File: src/rtl/des_round_pipe.sv
// DES round function as a 2-stage valid/ready pipeline.
// Stage 1 registers E(R)^K with L and R; stage 2 registers the swapped/unswapped round result.

module des_sbox_lut #(
  parameter logic [255:0] TABLE = '0
) (
  input  logic [1:6] addr,
  output logic [1:4] dout
);
  logic [5:0] idx;

  // Row-major table, entry 0 in the top nibble; {~idx,2'b00} == 4*(63-idx).
  assign idx  = {addr[1], addr[6], addr[2:5]};
  assign dout = TABLE[{~idx, 2'b00} +: 4];
endmodule

module SBox1 (input logic [1:6] addr, output logic [1:4] dout);
  des_sbox_lut #(.TABLE(256'hE4D12FB83A6C5907_0F74E2D1A6CB9538_41E8D62BFC973A50_FC8249175B3EA06D))
    u_lut (.addr(addr), .dout(dout));
endmodule

module SBox2 (input logic [1:6] addr, output logic [1:4] dout);
  des_sbox_lut #(.TABLE(256'hF18E6B34972DC05A_3D47F28EC01A69B5_0E7BA4D158C6932F_D8A13F42B67C05E9))
    u_lut (.addr(addr), .dout(dout));
endmodule

module SBox3 (input logic [1:6] addr, output logic [1:4] dout);
  des_sbox_lut #(.TABLE(256'hA09E63F51DC7B428_D709346A285ECBF1_D6498F30B12C5AE7_1AD069874FE3B52C))
    u_lut (.addr(addr), .dout(dout));
endmodule

module SBox4 (input logic [1:6] addr, output logic [1:4] dout);
  des_sbox_lut #(.TABLE(256'h7DE3069A1285BC4F_D8B56F03472C1AE9_A690CB7DF13E5284_3F06A1D8945BC72E))
    u_lut (.addr(addr), .dout(dout));
endmodule

module SBox5 (input logic [1:6] addr, output logic [1:4] dout);
  des_sbox_lut #(.TABLE(256'h2C417AB6853FD0E9_EB2C47D150FA3986_421BAD78F9C5630E_B8C71E2D6F09A453))
    u_lut (.addr(addr), .dout(dout));
endmodule

module SBox6 (input logic [1:6] addr, output logic [1:4] dout);
  des_sbox_lut #(.TABLE(256'hC1AF92680D34E75B_AF427C9561DE0B38_9EF528C3704A1DB6_432C95FABE17608D))
    u_lut (.addr(addr), .dout(dout));
endmodule

module SBox7 (input logic [1:6] addr, output logic [1:4] dout);
  des_sbox_lut #(.TABLE(256'h4B2EF08D3C975A61_D0B7491AE35C2F86_14BDC37EAF680592_6BD814A7950FE23C))
    u_lut (.addr(addr), .dout(dout));
endmodule

module SBox8 (input logic [1:6] addr, output logic [1:4] dout);
  des_sbox_lut #(.TABLE(256'hD2846FB1A93E50C7_1FD8A374C56B0E92_7B419CE206ADF358_21E74A8DFC90356B))
    u_lut (.addr(addr), .dout(dout));
endmodule

module des_round_pipe #(
  parameter bit NO_SWAP = 1'b0
) (
  input  logic        clk,
  input  logic        rst_n,
  input  logic        in_valid,
  output logic        in_ready,
  input  logic [1:32] l_in,
  input  logic [1:32] r_in,
  input  logic [1:48] subkey,
  output logic        out_valid,
  input  logic        out_ready,
  output logic [1:32] l_out,
  output logic [1:32] r_out
);
  logic        s1_valid;
  logic        s2_valid;
  logic [1:48] s1_x;
  logic [1:32] s1_l;
  logic [1:32] s1_r;
  logic [1:48] e_r;
  logic [1:32] s_cat;
  logic [1:32] f;
  logic [1:32] l_next;
  logic [1:32] r_next;
  logic        adv2;

  assign e_r = {r_in[32], r_in[1:5], r_in[4:9], r_in[8:13], r_in[12:17],
                r_in[16:21], r_in[20:25], r_in[24:29], r_in[28:32], r_in[1]};

  SBox1 u_sbox1 (.addr(s1_x[1:6]),   .dout(s_cat[1:4]));
  SBox2 u_sbox2 (.addr(s1_x[7:12]),  .dout(s_cat[5:8]));
  SBox3 u_sbox3 (.addr(s1_x[13:18]), .dout(s_cat[9:12]));
  SBox4 u_sbox4 (.addr(s1_x[19:24]), .dout(s_cat[13:16]));
  SBox5 u_sbox5 (.addr(s1_x[25:30]), .dout(s_cat[17:20]));
  SBox6 u_sbox6 (.addr(s1_x[31:36]), .dout(s_cat[21:24]));
  SBox7 u_sbox7 (.addr(s1_x[37:42]), .dout(s_cat[25:28]));
  SBox8 u_sbox8 (.addr(s1_x[43:48]), .dout(s_cat[29:32]));

  assign f = {s_cat[16], s_cat[7],  s_cat[20], s_cat[21], s_cat[29], s_cat[12], s_cat[28], s_cat[17],
              s_cat[1],  s_cat[15], s_cat[23], s_cat[26], s_cat[5],  s_cat[18], s_cat[31], s_cat[10],
              s_cat[2],  s_cat[8],  s_cat[24], s_cat[14], s_cat[32], s_cat[27], s_cat[3],  s_cat[9],
              s_cat[19], s_cat[13], s_cat[30], s_cat[6],  s_cat[22], s_cat[11], s_cat[4],  s_cat[25]};

  always_comb begin
    l_next = s1_r;
    r_next = s1_l ^ f;
    if (NO_SWAP) begin
      l_next = s1_l ^ f;
      r_next = s1_r;
    end
  end

  assign adv2      = !s2_valid || out_ready;
  assign in_ready  = !s1_valid || adv2;
  assign out_valid = s2_valid;

  always_ff @(posedge clk or negedge rst_n) begin
    if (!rst_n) begin
      s1_valid <= 1'b0;
      s1_x     <= '0;
      s1_l     <= '0;
      s1_r     <= '0;
    end else if (in_ready) begin
      s1_valid <= in_valid;
      if (in_valid) begin
        s1_x <= e_r ^ subkey;
        s1_l <= l_in;
        s1_r <= r_in;
      end
    end
  end

  always_ff @(posedge clk or negedge rst_n) begin
    if (!rst_n) begin
      s2_valid <= 1'b0;
      l_out    <= '0;
      r_out    <= '0;
    end else if (adv2) begin
      s2_valid <= s1_valid;
      if (s1_valid) begin
        l_out <= l_next;
        r_out <= r_next;
      end
    end
  end
endmodule

File: config.mk
export PLATFORM = sky130hd
export DESIGN_NAME = des_round_pipe
export DESIGN_NICKNAME = d
export VERILOG_FILES = /design/src/rtl/des_round_pipe.sv
export SDC_FILE = /design/constraint.sdc
export NUM_CORES = 1
export LEC_CHECK = 0
export BUFFER_PORTS_ARGS = -buffer_cell sky130_fd_sc_hd__buf_2
export CORE_MARGIN = 3
export CORE_UTILIZATION = 53
export DETAILED_ROUTE_END_ITERATION = 7
export HOLD_SLACK_MARGIN = 0.06
export PLACE_DENSITY = 0.78
export SYNTH_ARGS = -nofsm -noshare
export SYNTH_HDL_FRONTEND = slang
export SYNTH_SLANG_ARGS = --single-unit
File: constraint.sdc
create_clock -name clk -period 2.54 [get_ports clk]
set_input_delay 0.381 -clock clk [delete_from_list [all_inputs] [get_ports clk]]
set_output_delay 0.381 -clock clk [all_outputs]
set_load 0.05 [all_outputs]
## After elaboration in Yosys (flattened, before gate mapping)

Index checks and enable logic that the tools add are counted.

- Logic and storage cells: 31
- Register bits after elaboration: 178

- Reduce and logical (&&, ||, !) cells: 6
- Shifts and indexed selects: 8
- Bitwise gates (word level): 10

Operators by type and width:

| cell | number |
|---|---|
| indexed part select 256 x 9 -> 4 bit (first input constant) | 8 |
| inverter 6 bit | 8 |
| XOR 48 bit | 1 |
| XOR 32 bit | 1 |
| AND reduction 2 bit | 2 |
| zero test 1 bit | 2 |
| logical OR 1 bit | 2 |

## Depth between registers and ports, before layout

Gate-level depths: netlist of run 1.

- Word-level depth: 4
- Mapped depth: 10

## Cells and area by module

A second synthesis of run 1 with hierarchy kept.

- Cell total of the unflattened synthesis: 1175
- Area, all modules: 13072.5 um^2

Modules (own cells, without submodules):

| module | cells each | instances | sequential area each (um^2) | area an instance (um^2) |
|---|---|---|---|---|
| des_round_pipe | 458 | 1 | 4454.3 | 7763.7 |
| des_sbox_lut at u_sbox6.u_lut | 97 | 1 | 0.0 | 715.7 |
| des_sbox_lut at u_sbox8.u_lut | 95 | 1 | 0.0 | 706.9 |
| des_sbox_lut at u_sbox1.u_lut | 92 | 1 | 0.0 | 688.2 |
| des_sbox_lut at u_sbox3.u_lut | 97 | 1 | 0.0 | 678.2 |
| des_sbox_lut at u_sbox5.u_lut | 95 | 1 | 0.0 | 674.4 |
| des_sbox_lut at u_sbox2.u_lut | 83 | 1 | 0.0 | 656.9 |
| des_sbox_lut at u_sbox7.u_lut | 88 | 1 | 0.0 | 650.6 |
| des_sbox_lut at u_sbox4.u_lut | 70 | 1 | 0.0 | 538.0 |

## Least setup slack after synthesis of run 1

No wires, ideal clock.

- Path type: register to register
- Start: register s2_valid (netlist: out_valid)
- End: register s1_l[10] in the netlist's numbering
- Library setup time: 0.125 ns
- Clock period less this slack: 2.536 ns
- Slack: 0.004 ns
- Buffers on the path: 2
- Arrival: 2.411 ns
- Stages on the path, launching flop included: 6
- Cell sequence: dfrtp_1 > nand3b_1 > nand2_1 > clkbuf_1 > buf_2 > mux2_2

- Word-level cells in the longest chain between the ends: 4

Ends and longest elaborated chain:

| what | line | source |
|---|---|---|
| from (decl) | 73 | `logic s2_valid;` |
| from (signal assigned) | 136 | `s2_valid <= s1_valid;` |
| zero test 1 bit | 110 | `assign adv2 = !s2_valid \|\| out_ready;` |
| logical OR 1 bit | 110 |  |
| logical OR 1 bit | 111 | `assign in_ready = !s1_valid \|\| adv2;` |
| via in_ready | 63 | `output logic in_ready,` |
| AND reduction 2 bit (no source line) | - |  |
| to (signal assigned) | 124 | `s1_l <= l_in;` |
| to (decl) | 75 | `logic [1:32] s1_l;` |

The timed path passes the listed nets, and every way through them passes these cells.
A chain may end at the register's enable or synchronous reset.

## Worst setup path after layout of run 1

- Start: register s1_x[35] in the netlist's numbering
- End: register r_out[29] in the netlist's numbering

- Word-level cells in the longest chain between the ends: 3

Ends and longest elaborated chain:

| what | line | source |
|---|---|---|
| from (decl) | 74 | `logic [1:48] s1_x;` |
| from (signal assigned) | 123 | `s1_x <= e_r ^ subkey;` |
| inverter 6 bit | 14 | `assign dout = TABLE[{~idx, 2'b00} +: 4];` |
| indexed part select 256 x 9 -> 4 bit | 14 |  |
| XOR 32 bit | 103 | `r_next = s1_l ^ f;` |
| to (signal assigned) | 139 | `r_out <= r_next;` |
| to (decl) | 70 | `output logic [1:32] r_out` |

Every way passes these cells.

==> qor.yml, run 1 <==
critical_path:
  rr_endpoint: "r_out[29]"
  critPathBufInv: 1
  setup_crit_start_kind: "flop"
  r2r_slack_ps: 220
  crit_slowest_cell: "mux4_2"
  cp_common_cell: "a21oi_1"
  crit_path_cell_trace: "inv_1, ha_1, nor2b_1, a21oi_1, mux4_2, a21oi_1, xnor2_1, o21ai_1"
  required_ps: 2840
  critical-path-top-delay-family: "multiplexers"
  crit-reg2reg-launch: "s1_x[35]"
  setup.worst_path.end_class: "flop"
  cpPeakStageDelay_ps: 490
  crit_path_max_fanout: 8
  crit_type: "reg -> reg"
  reg2reg_depth: 8
  cp_data_arrival_time_ps: 2620
sta:
  report.final.setup_viol: 0
  skew_ps: 9.99
  hold_viol_final: 0
  timing.final.crit_period_ps: 2320
  final-max-slew-violation-count: 0
  setup-tns-final_ps: 0
  grt_setup_unrepaired: "no"
  timing.final.crit_share_pct: 91.2
  max_clock_freq_mhz: 432
  max_slew_margin_pct: 38.1
  worst-slew-pin-transition_ps: 929
  timing.final.ws_setup_ps: 225
place:
  dp.final_hpwl_um: 20200
  detailedPlace.worstSlack_ps: 188
  io_buffer_count: 181
  routabilityCongestion: 0.919
floorplanning:
  io_pins: 182
  die_h_um: 157
  std_cell_rows: 54
  initial_utilization_pct: 54.9
  floorplan.die_area_um2: 24800
  core-area_um2: 22200
  floorplan.die.width_um: 157
hold_path:
  hold_path_depth: 2
  min_from: "l_in[28]"
  hold_class: "in -> reg"
  min_delay_worst_endpoint: "s1_l[28]"
clock_network:
  cts_tree: "done"
  clkSlewWorstSetupHoldPaths_ps: 70
  clock_tree_root: "clkbuf_16"
  clock_insertion_delay_worst_skew_ps: 430
  numClockSinks: 178
  cts_setup_buffers: 0
  cts.path.max_buffers: 2
  cts_max_level: 4
  tritoncts.num_buffers: 17
yosys:
  muxShareOfSynthArea_pct: 16.7
  synth-warning-count: 0
  ys_ff_latch: 178
  ys_seq_area_share_pct: 36.6
  syn-instance-count: 1232
  synth_area_in_compound_gates_pct: 16.6
  synth-edff-count: 0
  synth_top_family_by_area: "multiplexers"
  post_synth_fa_ha_maj_area_fraction_pct: 6.46
  post_synth_num_cell_types: 77
  number_of_nets_in_the_synthesized_netlist: 1410
  synth.avg_cell_area_um2: 9.87
  synth_xor_xnor_area_share_pct: 7.13
  dominantRegCellSynth: "dfrtp_1"
  netlist_area_um2: 12200
  synth_simple_gate_area_share_pct: 10.8
  ys_async_sr_fraction_pct: 100
route:
  vias_per_cell: 5.82
  drt-initial-drc-count: 727
  via_count: 9724
  detail_route.first_pass.iterations: 5
  post-route-drc-count: 0
  route.final.wire_length_um: 28500
  routedWlPerCell_um: 17.1
  antenna_violating_nets_post_route: 0
pwr:
  vdd.ir_drop.worst_mv: 0.459
  power_per_cell_area_nw_per_um2: 914
  p_leak_nw: 6.29
global_routing:
  initial_antenna_violation_count: 1
  grt_pass1_vias: 9556
  grt_usage_pct: 23.3
  total_congestion_overflow_after_global_routing: 0
  grt_start_max_net_pins: 74
  grt_pass1_wl_um: 47400
finish:
  drive_above_1_share_pct: 29.4
  finalNetCount: 1556
  layout.cells.most_common_list: "buf_2 (180), dfrtp_1 (177), mux2_2 (107), o21ai_0 (86), nand2_1 (77)"
  diode_insertion_count_for_antenna_repair: 0
  layout.cells.most_common: "buf_2"
  final_standard_cell_utilization_of_the_core_pct: 63.2
  filler_cell_count: 1774
  area_growth_syn_to_layout_pct: 15.2
outcome:
  outcome: "complete, no violations"
job:
  cap_violations: 0
-- layout make-up --
| class | instances | area (µm²) | area share (%) |
|---|---|---|---|
| Clock buffer | 20 | 457 | 3.26 |
| Clock inverter | 12 | 178 | 1.27 |
| Inverter | 51 | 191 | 1.37 |
| Multi-Input combinational cell | 902 | 7030 | 50.2 |
| Sequential cell | 178 | 4460 | 31.8 |
| Tap cell | 280 | 350 | 2.50 |
| Timing Repair Buffer | 228 | 1350 | 9.60 |
-- state kept, by name (all words and copies together) (netlist names) --
signal,count
s1_x,48
l_next,32
r_out,32
l_out,32
s1_l,32
out_valid,1
s1_valid,1
-- how the worst max path moves through the flow --
stage	slack, ps	cells after the start	startpoint	to
CTS	170	8	s1_x[22]	r_out[10]
global route	50	7	s1_x[10]	r_out[2]
finish	220	8	s1_x[35]	r_out[29]
detailed placement	190	8	s1_x[22]	r_out[10]
floorplan	4	5	out_valid	s1_l[10]
global placement	310	7	s1_x[22]	r_out[20]
-- where the power goes --
part	total [mW]	leakage [nW]	internal (mW)	switching, mW
clock network	2.88	0.311	1.71	1.18
logic	5.79	3.89	2.24	3.55
registers	4.14	2.08	3.48	0.653
total	12.8	6.29	7.43	5.38
-- worst register-to-register path: stages, from the launching register on --
cell     delay [ps]
dfrtp_1         350
inv_1           120
ha_1            480
nor2b_1         270
a21oi_1          90
mux4_2          490
a21oi_1         190
xnor2_1         140
o21ai_1          70
-- routing by layer --
metal / global-route usage, % / share of wire [%]
met1: 30.1 / 42
met2: 39.9 / 50
met3: 4.76 / 6.4
met4: 6.49 / 1.6
met5: 0 / 0.039
-- timing repair --
item | 4_1_cts | 5_1_grt
setup endpoints to repair | 0 | 1
hold buffers | 1 | 0
gates resized for setup | 0 | 1
endpoints found under the hold margin | 48 | 0
-- stage by stage --
stage | hold slack [ps] | instances | power (mW) | cell area (µm²)
floorplan | 85.4 | 1232 | 8.52 | 12200
global placement | 369 | 1638 | 9.78 | 13400
detailed placement | 370 | 1638 | 9.94 | 13400
CTS | 163 | 1671 | 12.9 | 14000
global route | 169 | 1671 | 13.6 | 14000
finish | 182 | 1671 | 12.8 | 14000
-- cells in the mapped netlist (all sizes together) (6+ instances only) --
master	instances	area (µm²)
a22oi	7	52.6
mux2	109	1230
inv	49	184
nand2b	16	100
a211o	8	70.1
nand3	15	75.1
clkbuf	35	133
mux4	25	563
o21ai	99	495
o211ai	14	105
ha	62	776
mux2i	24	240
and2	8	50.1
a21oi	75	379
xor2	55	482
a211oi	14	110
xnor2	44	385
nor2b	20	125
o31ai	12	90.1
o22ai	10	62.6
buf	66	367
nand2	79	297
nor3b	9	67.6
nor2	77	292
dfrtp	178	4450
a31oi	6	37.5
a221oi	6	65.1
nand3b	8	60.1
nor3	12	60.1
-- logic make-up (layout without fill, tap and decap cells) --
kind of cell | after synthesis | after routing
AOI/OAI and AO/OA | 312 | 312
xor gates and xnor gates | 99 | 99
adders and majority gates | 63 | 63
buffers and inverters | 152 | 311
DFF | 178 | 178
muxes | 158 | 158
and+or+nand+nor | 270 | 270
(Power assumes the default switching activity.)
==> run 2: changes to the inputs <==
--- a/config.mk
+++ b/config.mk
@@ -7,10 +7,10 @@
 export LEC_CHECK = 0
 export BUFFER_PORTS_ARGS = -buffer_cell sky130_fd_sc_hd__buf_2
 export CORE_MARGIN = 3
-export CORE_UTILIZATION = 53
+export CORE_UTILIZATION = 55
 export DETAILED_ROUTE_END_ITERATION = 7
 export HOLD_SLACK_MARGIN = 0.06
-export PLACE_DENSITY = 0.78
+export PLACE_DENSITY = 0.77
 export SYNTH_ARGS = -nofsm -noshare
 export SYNTH_HDL_FRONTEND = slang
 export SYNTH_SLANG_ARGS = --single-unit
==> constraint.sdc (replaced) <==
create_clock -name clk -period 2.4 [get_ports clk]
set_input_delay 0.36 -clock clk [delete_from_list [all_inputs] [get_ports clk]]
set_output_delay 0.36 -clock clk [all_outputs]
set_load 0.05 [all_outputs]
==> run 2 against run 1 <==
Non-clock buffer count up 19. First-iteration DRC count down 8.1%. Largest power group unchanged. Core utilization is 2.6 points higher.
==> qor.yml, run 2 (synthesis gave the netlist of run 1 again) <==
sta:
  final-max-slew-violation-count: 0
  setup-tns-final_ps: 0
  hold_viol_final: 0
  timing.final.crit_share_pct: 95.4
  max_slew_margin_pct: 51.4
  skew_ps: 8.35
  worst-slew-pin-transition_ps: 730
  report.final.setup_viol: 0
  grt_setup_unrepaired: "no"
  max_clock_freq_mhz: 437
  timing.final.crit_period_ps: 2290
route:
  post-route-drc-count: 0
  routedWlPerCell_um: 16.7
  detail_route.first_pass.iterations: 5
  via_count: 9727
  route.final.wire_length_um: 28200
  antenna_violating_nets_post_route: 0
  vias_per_cell: 5.78
  drt-initial-drc-count: 668
clock_network:
  clock_insertion_delay_worst_skew_ps: 430
  numClockSinks: 178
  clock_tree_root: "clkbuf_16"
  cts_tree: "done"
  cts_max_level: 4
  cts.path.max_buffers: 2
  tritoncts.num_buffers: 17
  clkSlewWorstSetupHoldPaths_ps: 70
finish:
  drive_above_1_share_pct: 30.6
  diode_insertion_count_for_antenna_repair: 0
  layout.cells.most_common: "buf_2"
  finalNetCount: 1575
  largest_reg_flops: 48
  final_standard_cell_utilization_of_the_core_pct: 65.9
  layout.cells.most_common_list: "buf_2 (180), dfrtp_1 (176), mux2_2 (107), o21ai_0 (86), nand2_1 (77)"
  largest_register_by_flop_count: "s1_x"
  area_growth_syn_to_layout_pct: 15.6
  filler_cell_count: 1678
global_routing:
  total_congestion_overflow_after_global_routing: 0
  initial_antenna_violation_count: 0
  grt_pass1_wl_um: 47300
  grt_pass1_vias: 9620
  grt_start_max_net_pins: 93
  grt_usage_pct: 23.7
critical_path:
  cp_common_cell: "xor2_1"
  setup_crit_start_kind: "flop"
  crit_path_cell_trace: "inv_1, ha_1, buf_4, xor2_1, mux4_2, a22oi_1, xor2_1, o21ai_0"
  critPathBufInv: 2
  cp_data_arrival_time_ps: 2590
  crit_type: "reg -> reg"
  setup.worst_path.end_class: "flop"
  required_ps: 2700
  crit_path_max_fanout: 10
  cpPeakStageDelay_ps: 480
  crit_slowest_cell: "mux4_2"
  critical-path-top-delay-family: "multiplexers"
floorplanning:
  std_cell_rows: 53
  floorplan.die_area_um2: 23900
  io_pins: 182
  floorplan.die.width_um: 155
  core-area_um2: 21400
  initial_utilization_pct: 57.0
  die_h_um: 155
place:
  io_buffer_count: 181
  dp.final_hpwl_um: 20300
  routabilityCongestion: 0.909
pwr:
  power_per_cell_area_nw_per_um2: 943
  vdd.ir_drop.worst_mv: 0.489
  p_leak_nw: 6.33
outcome:
  outcome: "complete, no violations"
job:
  cap_violations: 0
hold_path:
  hold_class: "in -> reg"
[run 2: cell types whose count changed in the layout (fill, tap and decap cells not counted), moves of 2 or more]
cell,previous run,this run
buf_4,40,60
bufinv_16,4,0
clkbuf_8,3,6
inv_6,2,0
[run 2: layout make-up]
class	count	area, µm²	share of cell area, %
tap	275	344	2.45
timing repair buffer	247	1470	10.5
clock buffer	23	508	3.61
clock inverter	8	52.6	0.374
inverter	51	191	1.36
multi-input combinational	902	7040	50.0
sequential	178	4460	31.7
[run 2: worst paths after layout]
path,startpoint,to,depth (start not counted),slack (ps)
worst max register to register,s1_x[29],r_out[14],8,110
min in group asynchronous,rst_n,r_out[18],2,450
worst min-delay path,l_in[22],s1_l[22],2,160
max in group asynchronous,rst_n,s1_x[28],3,1220
worst min register to register,r_out[1],r_out[1],2,480
worst max-delay path,s1_x[29],r_out[14],8,110
[run 2: what timing repair did]
item	in CTS	in global routing
endpoints found under the setup margin	0	2
hold buffers	1	0
buffers inserted	0	0
hold endpoints to repair	48	0
resized for setup	0	3
[run 2: power breakdown]
part           switching [mW]  internal, mW  leakage (nW)
clock                    1.20          1.48         0.277
combinational            3.83          2.43          3.98
sequential              0.620          3.69          2.08
total                    5.65          7.60          6.33
[run 2: metrics by stage]
| stage | cell area (µm²) | cells | power [mW] | hold WS (ps) | setup slack, ps |
|---|---|---|---|---|---|
| floorplan | 12200 | 1232 | 9.02 | 64.4 | 22.6 |
| global placement | 13500 | 1652 | 10.4 | 350 | 207 |
| detailed placement | 13500 | 1652 | 10.6 | 350 | 117 |
| CTS | 14100 | 1684 | 13.3 | 150 | 84.6 |
| global route | 14100 | 1684 | 14.1 | 151 | 2.41 |
| finish | 14100 | 1684 | 13.3 | 162 | 109 |
[run 2: per-layer routing]
metal | share of wire [%] | GRT usage [%]
met1 | 44 | 32.2
met5 | 0 | 0
met4 | 1.3 | 5.42
met2 | 49 | 39.2
met3 | 6.0 | 4.87
